==> config.mk <==
export PLATFORM = sky130hd
export DESIGN_NAME = hazard_scheduler_flat
export DESIGN_NICKNAME = d
export VERILOG_FILES = /design/src/rtl/hazard_scheduler_pkg.sv /design/src/rtl/hazard_scheduler_if.sv /design/src/rtl/hazard_scheduler_shadow_pipe.sv /design/src/rtl/hazard_scheduler.sv /design/src/flat_wrapper.sv
export SDC_FILE = /design/constraint.sdc
export NUM_CORES = 1
export LEC_CHECK = 0
export CAP_MARGIN = 25
export CORE_MARGIN = 3
export CORE_UTILIZATION = 55
export CTS_BUF_LIST = sky130_fd_sc_hd__clkbuf_4 sky130_fd_sc_hd__clkbuf_8 sky130_fd_sc_hd__clkbuf_16
export CTS_CLUSTER_SIZE = 20
export DETAILED_ROUTE_END_ITERATION = 12
export DONT_BUFFER_PORTS = 1
export PLACE_DENSITY_LB_ADDON = 0.2
export SYNTH_ARGS = -nofsm -noshare
export SYNTH_HDL_FRONTEND = slang
export SYNTH_SLANG_ARGS = --single-unit
==> constraint.sdc <==
create_clock -name clk -period 5.6 [get_ports clk]
set_input_delay 0.56 -clock clk [delete_from_list [all_inputs] [get_ports clk]]
set_output_delay 0.56 -clock clk [all_outputs]
set_load 0.03 [all_outputs]
==> src/rtl/hazard_scheduler_pkg.sv <==
// Shared types and helpers for the pipeline hazard scheduler.
package hazard_scheduler_pkg;

  localparam int unsigned REG_W    = 5;
  localparam int unsigned MD_CNT_W = 4;

  typedef enum logic [1:0] {
    RES_NW  = 2'd0,
    RES_ALU = 2'd1,
    RES_DM  = 2'd2,
    RES_PC  = 2'd3
  } res_op_e;

  typedef enum logic [1:0] {
    FWD_RF = 2'd0,
    FWD_W  = 2'd1,
    FWD_M  = 2'd2,
    FWD_E  = 2'd3
  } fwd_sel_e;

  typedef struct packed {
    logic [REG_W-1:0] a1;
    logic [REG_W-1:0] a2;
    logic [REG_W-1:0] a3;
    res_op_e          res_op;
  } dec_t;

  function automatic logic [1:0] tnew_e(res_op_e op);
    case (op)
      RES_ALU: tnew_e = 2'd1;
      RES_DM:  tnew_e = 2'd2;
      default: tnew_e = 2'd0;
    endcase
  endfunction

  function automatic logic [1:0] tnew_m(res_op_e op);
    tnew_m = (op == RES_DM) ? 2'd1 : 2'd0;
  endfunction

  // True when a stage writes register r with a real result
  function automatic logic hit(logic [REG_W-1:0] r, logic [REG_W-1:0] a3, res_op_e op);
    hit = (r != '0) && (a3 == r) && (op != RES_NW);
  endfunction

endpackage

==> src/rtl/hazard_scheduler_if.sv <==
// D-stage decode inputs and scheduler decisions for the hazard scheduler.
interface hazard_scheduler_if;
  import hazard_scheduler_pkg::*;

  logic [REG_W-1:0] A1D;
  logic [REG_W-1:0] A2D;
  logic [REG_W-1:0] A3D;
  logic             Tuse_rs0;
  logic             Tuse_rs1;
  logic             Tuse_rt0;
  logic             Tuse_rt1;
  logic             Tuse_rt2;
  logic [1:0]       resOpD;
  logic             md_start_D;
  logic             md_use_D;
  logic             stall;
  logic [1:0]       FwdRsD;
  logic [1:0]       FwdRtD;
  logic [1:0]       FwdRsE;
  logic [1:0]       FwdRtE;
  logic [1:0]       FwdRtM;
  logic             md_busy;

  modport master (
    output A1D, A2D, A3D, Tuse_rs0, Tuse_rs1, Tuse_rt0, Tuse_rt1, Tuse_rt2,
    output resOpD, md_start_D, md_use_D,
    input  stall, FwdRsD, FwdRtD, FwdRsE, FwdRtE, FwdRtM, md_busy
  );

  modport slave (
    input  A1D, A2D, A3D, Tuse_rs0, Tuse_rs1, Tuse_rt0, Tuse_rt1, Tuse_rt2,
    input  resOpD, md_start_D, md_use_D,
    output stall, FwdRsD, FwdRtD, FwdRsE, FwdRtE, FwdRtM, md_busy
  );
endinterface

==> src/rtl/hazard_scheduler_shadow_pipe.sv <==
// E/M/W shadow copies of in-flight decode fields plus the mult/div busy countdown.
module hazard_scheduler_shadow_pipe
  import hazard_scheduler_pkg::*;
#(
  parameter int unsigned MD_CYCLES = 5
) (
  input  logic             clk,
  input  logic             rst_n,
  input  logic             stall_i,
  input  dec_t             dec_i,
  input  logic             md_start_i,
  output dec_t             e_o,
  output logic [REG_W-1:0] a2_m_o,
  output logic [REG_W-1:0] a3_m_o,
  output res_op_e          res_m_o,
  output logic [REG_W-1:0] a3_w_o,
  output res_op_e          res_w_o,
  output logic             md_busy_o
);

  dec_t                e_q, e_d;
  logic [REG_W-1:0]    a2_m_q, a2_m_d, a3_m_q, a3_m_d, a3_w_q, a3_w_d;
  res_op_e             res_m_q, res_m_d, res_w_q, res_w_d;
  logic [MD_CNT_W-1:0] md_cnt_q, md_cnt_d;

  // A stalled D instruction is replaced by an all-zero bubble in E
  always_comb begin
    e_d      = '0;
    a2_m_d   = e_q.a2;
    a3_m_d   = e_q.a3;
    res_m_d  = e_q.res_op;
    a3_w_d   = a3_m_q;
    res_w_d  = res_m_q;
    md_cnt_d = md_cnt_q;
    if (!stall_i) e_d = dec_i;
    if (!stall_i && md_start_i)  md_cnt_d = MD_CNT_W'(MD_CYCLES);
    else if (md_cnt_q != '0)     md_cnt_d = md_cnt_q - MD_CNT_W'(1);
  end

  always_ff @(posedge clk or negedge rst_n) begin
    if (!rst_n) begin
      e_q      <= '0;
      a2_m_q   <= '0;
      a3_m_q   <= '0;
      res_m_q  <= RES_NW;
      a3_w_q   <= '0;
      res_w_q  <= RES_NW;
      md_cnt_q <= '0;
    end else begin
      e_q      <= e_d;
      a2_m_q   <= a2_m_d;
      a3_m_q   <= a3_m_d;
      res_m_q  <= res_m_d;
      a3_w_q   <= a3_w_d;
      res_w_q  <= res_w_d;
      md_cnt_q <= md_cnt_d;
    end
  end

  assign e_o       = e_q;
  assign a2_m_o    = a2_m_q;
  assign a3_m_o    = a3_m_q;
  assign res_m_o   = res_m_q;
  assign a3_w_o    = a3_w_q;
  assign res_w_o   = res_w_q;
  assign md_busy_o = (md_cnt_q != '0);

endmodule

==> src/rtl/hazard_scheduler.sv <==
// Stall and forwarding decisions for the 5-stage pipeline, from D decode vs. shadow stages.
module hazard_scheduler
  import hazard_scheduler_pkg::*;
#(
  parameter int unsigned MD_CYCLES = 5
) (
  input  logic               clk,
  input  logic               reset,
  hazard_scheduler_if.slave  bus
);

  dec_t             dec_d, e;
  logic [REG_W-1:0] a2_m, a3_m, a3_w;
  res_op_e          res_m, res_w;
  logic             md_busy;
  logic [1:0]       tuse_rs, tuse_rt;
  logic             rs_haz, rt_haz, md_haz, stall_c;

  assign dec_d = '{a1: bus.A1D, a2: bus.A2D, a3: bus.A3D, res_op: res_op_e'(bus.resOpD)};

  hazard_scheduler_shadow_pipe #(.MD_CYCLES(MD_CYCLES)) u_shadow (
    .clk        (clk),
    .rst_n      (reset),
    .stall_i    (stall_c),
    .dec_i      (dec_d),
    .md_start_i (bus.md_start_D),
    .e_o        (e),
    .a2_m_o     (a2_m),
    .a3_m_o     (a3_m),
    .res_m_o    (res_m),
    .a3_w_o     (a3_w),
    .res_w_o    (res_w),
    .md_busy_o  (md_busy)
  );

  // A register stalls D only if a producer in E or M delivers later than D needs it
  always_comb begin
    tuse_rs = bus.Tuse_rs0 ? 2'd0 : 2'd1;
    tuse_rt = bus.Tuse_rt0 ? 2'd0 : (bus.Tuse_rt1 ? 2'd1 : 2'd2);
    rs_haz  = (bus.Tuse_rs0 || bus.Tuse_rs1) &&
              ((hit(bus.A1D, e.a3, e.res_op) && (tnew_e(e.res_op) > tuse_rs)) ||
               (hit(bus.A1D, a3_m, res_m)    && (tnew_m(res_m)    > tuse_rs)));
    rt_haz  = (bus.Tuse_rt0 || bus.Tuse_rt1 || bus.Tuse_rt2) &&
              ((hit(bus.A2D, e.a3, e.res_op) && (tnew_e(e.res_op) > tuse_rt)) ||
               (hit(bus.A2D, a3_m, res_m)    && (tnew_m(res_m)    > tuse_rt)));
    md_haz  = bus.md_use_D && md_busy;
    stall_c = rs_haz || rt_haz || md_haz;
  end

  // In E only a jal link value is ready; W never feeds D since the RF bypasses it
  function automatic fwd_sel_e fwd_d(logic [REG_W-1:0] r);
    if (hit(r, e.a3, e.res_op) && (e.res_op == RES_PC))  fwd_d = FWD_E;
    else if (hit(r, a3_m, res_m) && (tnew_m(res_m) == 2'd0)) fwd_d = FWD_M;
    else                                                  fwd_d = FWD_RF;
  endfunction

  function automatic fwd_sel_e fwd_e(logic [REG_W-1:0] r);
    if (hit(r, a3_m, res_m) && (tnew_m(res_m) == 2'd0)) fwd_e = FWD_M;
    else if (hit(r, a3_w, res_w))                        fwd_e = FWD_W;
    else                                                 fwd_e = FWD_RF;
  endfunction

  assign bus.stall   = stall_c;
  assign bus.FwdRsD  = 2'(fwd_d(bus.A1D));
  assign bus.FwdRtD  = 2'(fwd_d(bus.A2D));
  assign bus.FwdRsE  = 2'(fwd_e(e.a1));
  assign bus.FwdRtE  = 2'(fwd_e(e.a2));
  assign bus.FwdRtM  = hit(a2_m, a3_w, res_w) ? 2'(FWD_W) : 2'(FWD_RF);
  assign bus.md_busy = md_busy;

endmodule

==> src/flat_wrapper.sv <==
// flat-port wrapper written by rule: the top's interface ports become plain ports
module hazard_scheduler_flat import hazard_scheduler_pkg::*;
#(
  parameter int unsigned MD_CYCLES = 5
)
  (clk, reset, bus_A1D, bus_A2D, bus_A3D, bus_Tuse_rs0, bus_Tuse_rs1, bus_Tuse_rt0, bus_Tuse_rt1, bus_Tuse_rt2, bus_resOpD, bus_md_start_D, bus_md_use_D, bus_stall, bus_FwdRsD, bus_FwdRtD, bus_FwdRsE, bus_FwdRtE, bus_FwdRtM, bus_md_busy);
  hazard_scheduler_if bus_i ();
  input  logic clk;
  input  logic reset;
  input wire logic [$bits(bus_i.A1D)-1:0] bus_A1D;
  input wire logic [$bits(bus_i.A2D)-1:0] bus_A2D;
  input wire logic [$bits(bus_i.A3D)-1:0] bus_A3D;
  input wire logic [$bits(bus_i.Tuse_rs0)-1:0] bus_Tuse_rs0;
  input wire logic [$bits(bus_i.Tuse_rs1)-1:0] bus_Tuse_rs1;
  input wire logic [$bits(bus_i.Tuse_rt0)-1:0] bus_Tuse_rt0;
  input wire logic [$bits(bus_i.Tuse_rt1)-1:0] bus_Tuse_rt1;
  input wire logic [$bits(bus_i.Tuse_rt2)-1:0] bus_Tuse_rt2;
  input wire logic [$bits(bus_i.resOpD)-1:0] bus_resOpD;
  input wire logic [$bits(bus_i.md_start_D)-1:0] bus_md_start_D;
  input wire logic [$bits(bus_i.md_use_D)-1:0] bus_md_use_D;
  output wire logic [$bits(bus_i.stall)-1:0] bus_stall;
  output wire logic [$bits(bus_i.FwdRsD)-1:0] bus_FwdRsD;
  output wire logic [$bits(bus_i.FwdRtD)-1:0] bus_FwdRtD;
  output wire logic [$bits(bus_i.FwdRsE)-1:0] bus_FwdRsE;
  output wire logic [$bits(bus_i.FwdRtE)-1:0] bus_FwdRtE;
  output wire logic [$bits(bus_i.FwdRtM)-1:0] bus_FwdRtM;
  output wire logic [$bits(bus_i.md_busy)-1:0] bus_md_busy;
  assign bus_i.A1D = bus_A1D;
  assign bus_i.A2D = bus_A2D;
  assign bus_i.A3D = bus_A3D;
  assign bus_i.Tuse_rs0 = bus_Tuse_rs0;
  assign bus_i.Tuse_rs1 = bus_Tuse_rs1;
  assign bus_i.Tuse_rt0 = bus_Tuse_rt0;
  assign bus_i.Tuse_rt1 = bus_Tuse_rt1;
  assign bus_i.Tuse_rt2 = bus_Tuse_rt2;
  assign bus_i.resOpD = bus_resOpD;
  assign bus_i.md_start_D = bus_md_start_D;
  assign bus_i.md_use_D = bus_md_use_D;
  assign bus_stall = bus_i.stall;
  assign bus_FwdRsD = bus_i.FwdRsD;
  assign bus_FwdRtD = bus_i.FwdRtD;
  assign bus_FwdRsE = bus_i.FwdRsE;
  assign bus_FwdRtE = bus_i.FwdRtE;
  assign bus_FwdRtM = bus_i.FwdRtM;
  assign bus_md_busy = bus_i.md_busy;
  hazard_scheduler #(.MD_CYCLES(MD_CYCLES)) u_core (.clk(clk), .reset(reset), .bus(bus_i));
endmodule
==> impl_metrics.py <==
metrics = {
    "status": {
        "status": "completed",
    },
    "cells_and_area": {
        "synthToLayoutAreaGrowth_pct": 9.59,
        "multiInputGateArea_um2": 1010,
        "ff_latch_area_um2": 1000,
        "nets": 228,
        "drive_gt1_frac": 0.122,
        "final_area_um2": 2260,
        "finalNonFillerCells": 243,
        "fill_cells": 278,
        "insertedDiodeCount": 0,
    },
    "timing": {
        "min_period_over_period": 0.566,
        "holdWs_ns": 0.109,
        "grt_setup_unrepaired": "no",
        "relSlewSlack": 0.415,
        "tightestPinTransition_ns": 0.870,
        "setup_viol": 0,
        "drv_slew": 0,
        "setup-tns-final_ns": 0,
        "layout_min_cycle_time_ns": 3.17,
        "timing.fmax_mhz": 316,
        "hold_viol_final": 0,
        "clock_skew_ns": 0.00470,
    },
    "drt": {
        "routed_via_density": 5.60,
        "final_antenna_net_count": 0,
        "via_count": 1361,
        "drcViolationCount": 0,
        "dr.max_layer_used": "met4",
        "wl_met2_um": 2180,
        "wl_per_cell_um": 16.5,
        "first_pass_iters": 4,
        "m1WireLength_um": 1600,
        "wl_met3_um": 188,
        "wl_um": 4020,
        "drtIter0Drc": 60,
    },
    "worst_setup_path": {
        "timing.rr.start": "u_core.u_shadow.md_cnt_q[0]",
        "rr_endpoint": "u_core.u_shadow.e_o[13]",
        "worstPathMaxFanout": 20,
        "crit_type": "flip-flop to output port",
        "critPathCaptureType": "output port",
        "worst_path_max_delay_cell": "nor4_4",
        "critical-path-max-stage-delay_ns": 0.78,
        "r2r_setup_slack_ns": 3.07,
        "cp-start-kind": "flip-flop",
        "worst-endpoint-arrival_ns": 2.61,
        "ff2ff_path_depth": 8,
        "crit_chain": "inv_1, ha_1, nand2_1, nand2_1, o21ai_2, nor4_4, inv_2",
        "cp.required_ns": 5.04,
        "crit_top_cell": "nand2_1",
    },
    "yosys": {
        "ys_async_sr_fraction": 1.00,
        "yosys-top-cells-count": "40 x dfrtp_1, 22 x xnor2_1, 20 x xor2_1",
        "syn-cell-area_um2": 2060,
        "post-synth-top-area-cell": "dfrtp_1",
        "synth_warnings": 0,
        "synthTopCellsByArea": "dfrtp_1 49%, xnor2_1 9.4%, xor2_1 8.5%, and2_1 4.6%, ha_1 3.6%",
        "yosysMostFrequentCell": "dfrtp_1",
        "ys_seq_area_frac": 0.486,
        "synth.distinct_cells": 40,
        "synth-edff-count": 0,
        "netlist_instances": 188,
        "synth_nets": 220,
        "avgSynthCellArea_um2": 11.0,
        "yosys.area.top_type_share": 0.486,
        "synthFlopType": "dfrtp_1",
        "ys_ff_latch": 40,
    },
    "clock_network": {
        "cts_root_buf": "clkbuf_8",
        "cts_tree": "yes",
        "clk_path_buf_depth": 2,
        "h-tree-depth": 2,
        "clk_latency_ns": 0.28,
        "cts_sinks": 40,
        "path_clk_slew_ns": 0.07,
        "numCtsBuffers": 5,
    },
    "global_routing": {
        "first_global_vias": 1430,
        "grt_pass1_wl_um": 6700,
        "grt_max_degree": 41,
        "grt_overflow_total": 0,
        "antenna_found_initial": 0,
        "grt_util_all_layers": 0.207,
    },
    "placement": {
        "dp.cells": 234,
        "portBuffers": 0,
        "place.gp.congestion": 0.927,
        "dpl_cell_area_um2": 2130,
        "dpl.hpwl_um": 3110,
    },
    "min_path": {
        "hp-class": "primary input to asynchronous set/reset pin",
    },
    "floorplan": {
        "die_w_um": 67.2,
        "die_area_um2": 4520,
        "rows": 21,
        "start_util": 0.594,
        "die_y_um": 67.2,
        "core_um2": 3470,
        "ios": 38,
    },
    "power": {
        "irDropWorstVdd_mv": 0.264,
        "p_leak_nw": 1.01,
        "power_density_nw_per_um2": 370,
    },
    "run": {
        "maxCapViolCount": 0,
    },
}
## metrics by stage
stage | worst slack [ns] | total power (W) | util
2_1_floorplan | 2.81 | 0.000566 | -
5_1_grt | 2.17 | 0.000893 | 0.651
3_5_place_dp | 2.49 | 0.000611 | 0.613
6_report | 2.43 | 0.000836 | 0.651
4_1_cts | 2.37 | 0.000844 | 0.651
3_3_place_gp | 2.55 | 0.000596 | 0.613
## per-layer routing
layer / GRT usage / up-vias
met1: 0.232 / 662
met2: 0.353 / 33
met3: 0.0632 / 6
met5: 0 / -
li1: - / 660
met4: 0.109 / 0
## worst max-delay path by stage
stage / startpoint / endpoint / slack [ns] / depth (start not counted)
2_1_floorplan: bus_A2D[3] / bus_FwdRtD[1] / 2.81 / 4
3_3_place_gp: bus_A1D[0] / bus_stall / 2.55 / 6
3_5_place_dp: bus_A1D[0] / bus_stall / 2.49 / 6
4_1_cts: u_core.u_shadow.md_cnt_q[0] / bus_stall / 2.37 / 7
5_1_grt: u_core.u_shadow.md_cnt_q[0] / bus_stall / 2.17 / 7
6_report: u_core.u_shadow.md_cnt_q[0] / bus_stall / 2.43 / 7
## cell families (layout without fill, tap and decap cells)
kind of cell / Yosys count / after routing / share of synthesized area
compound gates: 20 / 20 / 0.0716
xor+xnor: 42 / 42 / 0.179
fa+ha+maj: 6 / 6 / 0.0364
buf+inv: 12 / 21 / 0.0291
flops: 40 / 40 / 0.486
other cells: 1 / 1 / 0.00182
simple gates: 67 / 67 / 0.197
## where the power goes
| group | total (W) | internal, W | switching, W |
|---|---|---|---|
| Sequential | 0.000395 | 0.000338 | 0.0000579 |
| Clock | 0.000227 | 0.000137 | 0.0000901 |
| Combinational | 0.000214 | 0.000104 | 0.000110 |
## flip-flops by register name, summed over array words and instances, names as in the netlist
register / cells
u_core.u_shadow.md_cnt_q: 4
u_core.u_shadow.a3_m_o: 5
u_core.u_shadow.res_m_o: 2
u_core.u_shadow.a3_m_d: 5
u_core.u_shadow.res_w_o: 2
u_core.u_shadow.a3_w_o: 5
u_core.u_shadow.e_o: 5
u_core.u_shadow.a2_m_d: 5
u_core.u_shadow.a2_m_o: 5
u_core.u_shadow.res_m_d: 2
## worst max-delay path, delay by kind of cell (launching register included)
kind,cells,cell delay (ns)
compound gates,1,0.09
simple gates,3,1.30
flops,1,0.38
fa+ha+maj,1,0.19
buf+inv,2,0.37
## cells in the final DEF (no fill, tap or decap), types with 2 or more instances in the layout
cell	n
nor3_1	6
xnor2_1	22
clkbuf_8	5
buf_4	3
ha_1	6
nand2b_1	2
dfrtp_1	40
and2_1	15
nand4_1	4
nand2_1	5
nor2_2	3
or4_1	5
o21ai_0	2
nor4_1	6
xor2_1	20
nor4_2	2
inv_1	8
a21oi_1	5
o22ai_1	3
nor2b_1	2
nor2_1	9
## final cells by class
cell class / count / share of cell area
Multi-Input combinational cell: 136 / 0.448
Sequential cell: 40 / 0.443
Clock buffer: 6 / 0.0338
Tap cell: 46 / 0.0255
Timing Repair Buffer: 4 / 0.0188
Clock inverter: 2 / 0.0155
Inverter: 9 / 0.0150
## repair_timing
item / CTS / global route
hold buffers: 1 / 0
endpoints found under the hold margin: 40 / 0
buffers inserted: 0 / 0
gates resized for setup: 0 / 0
Note: power is estimated with default switching activity, not from simulation.
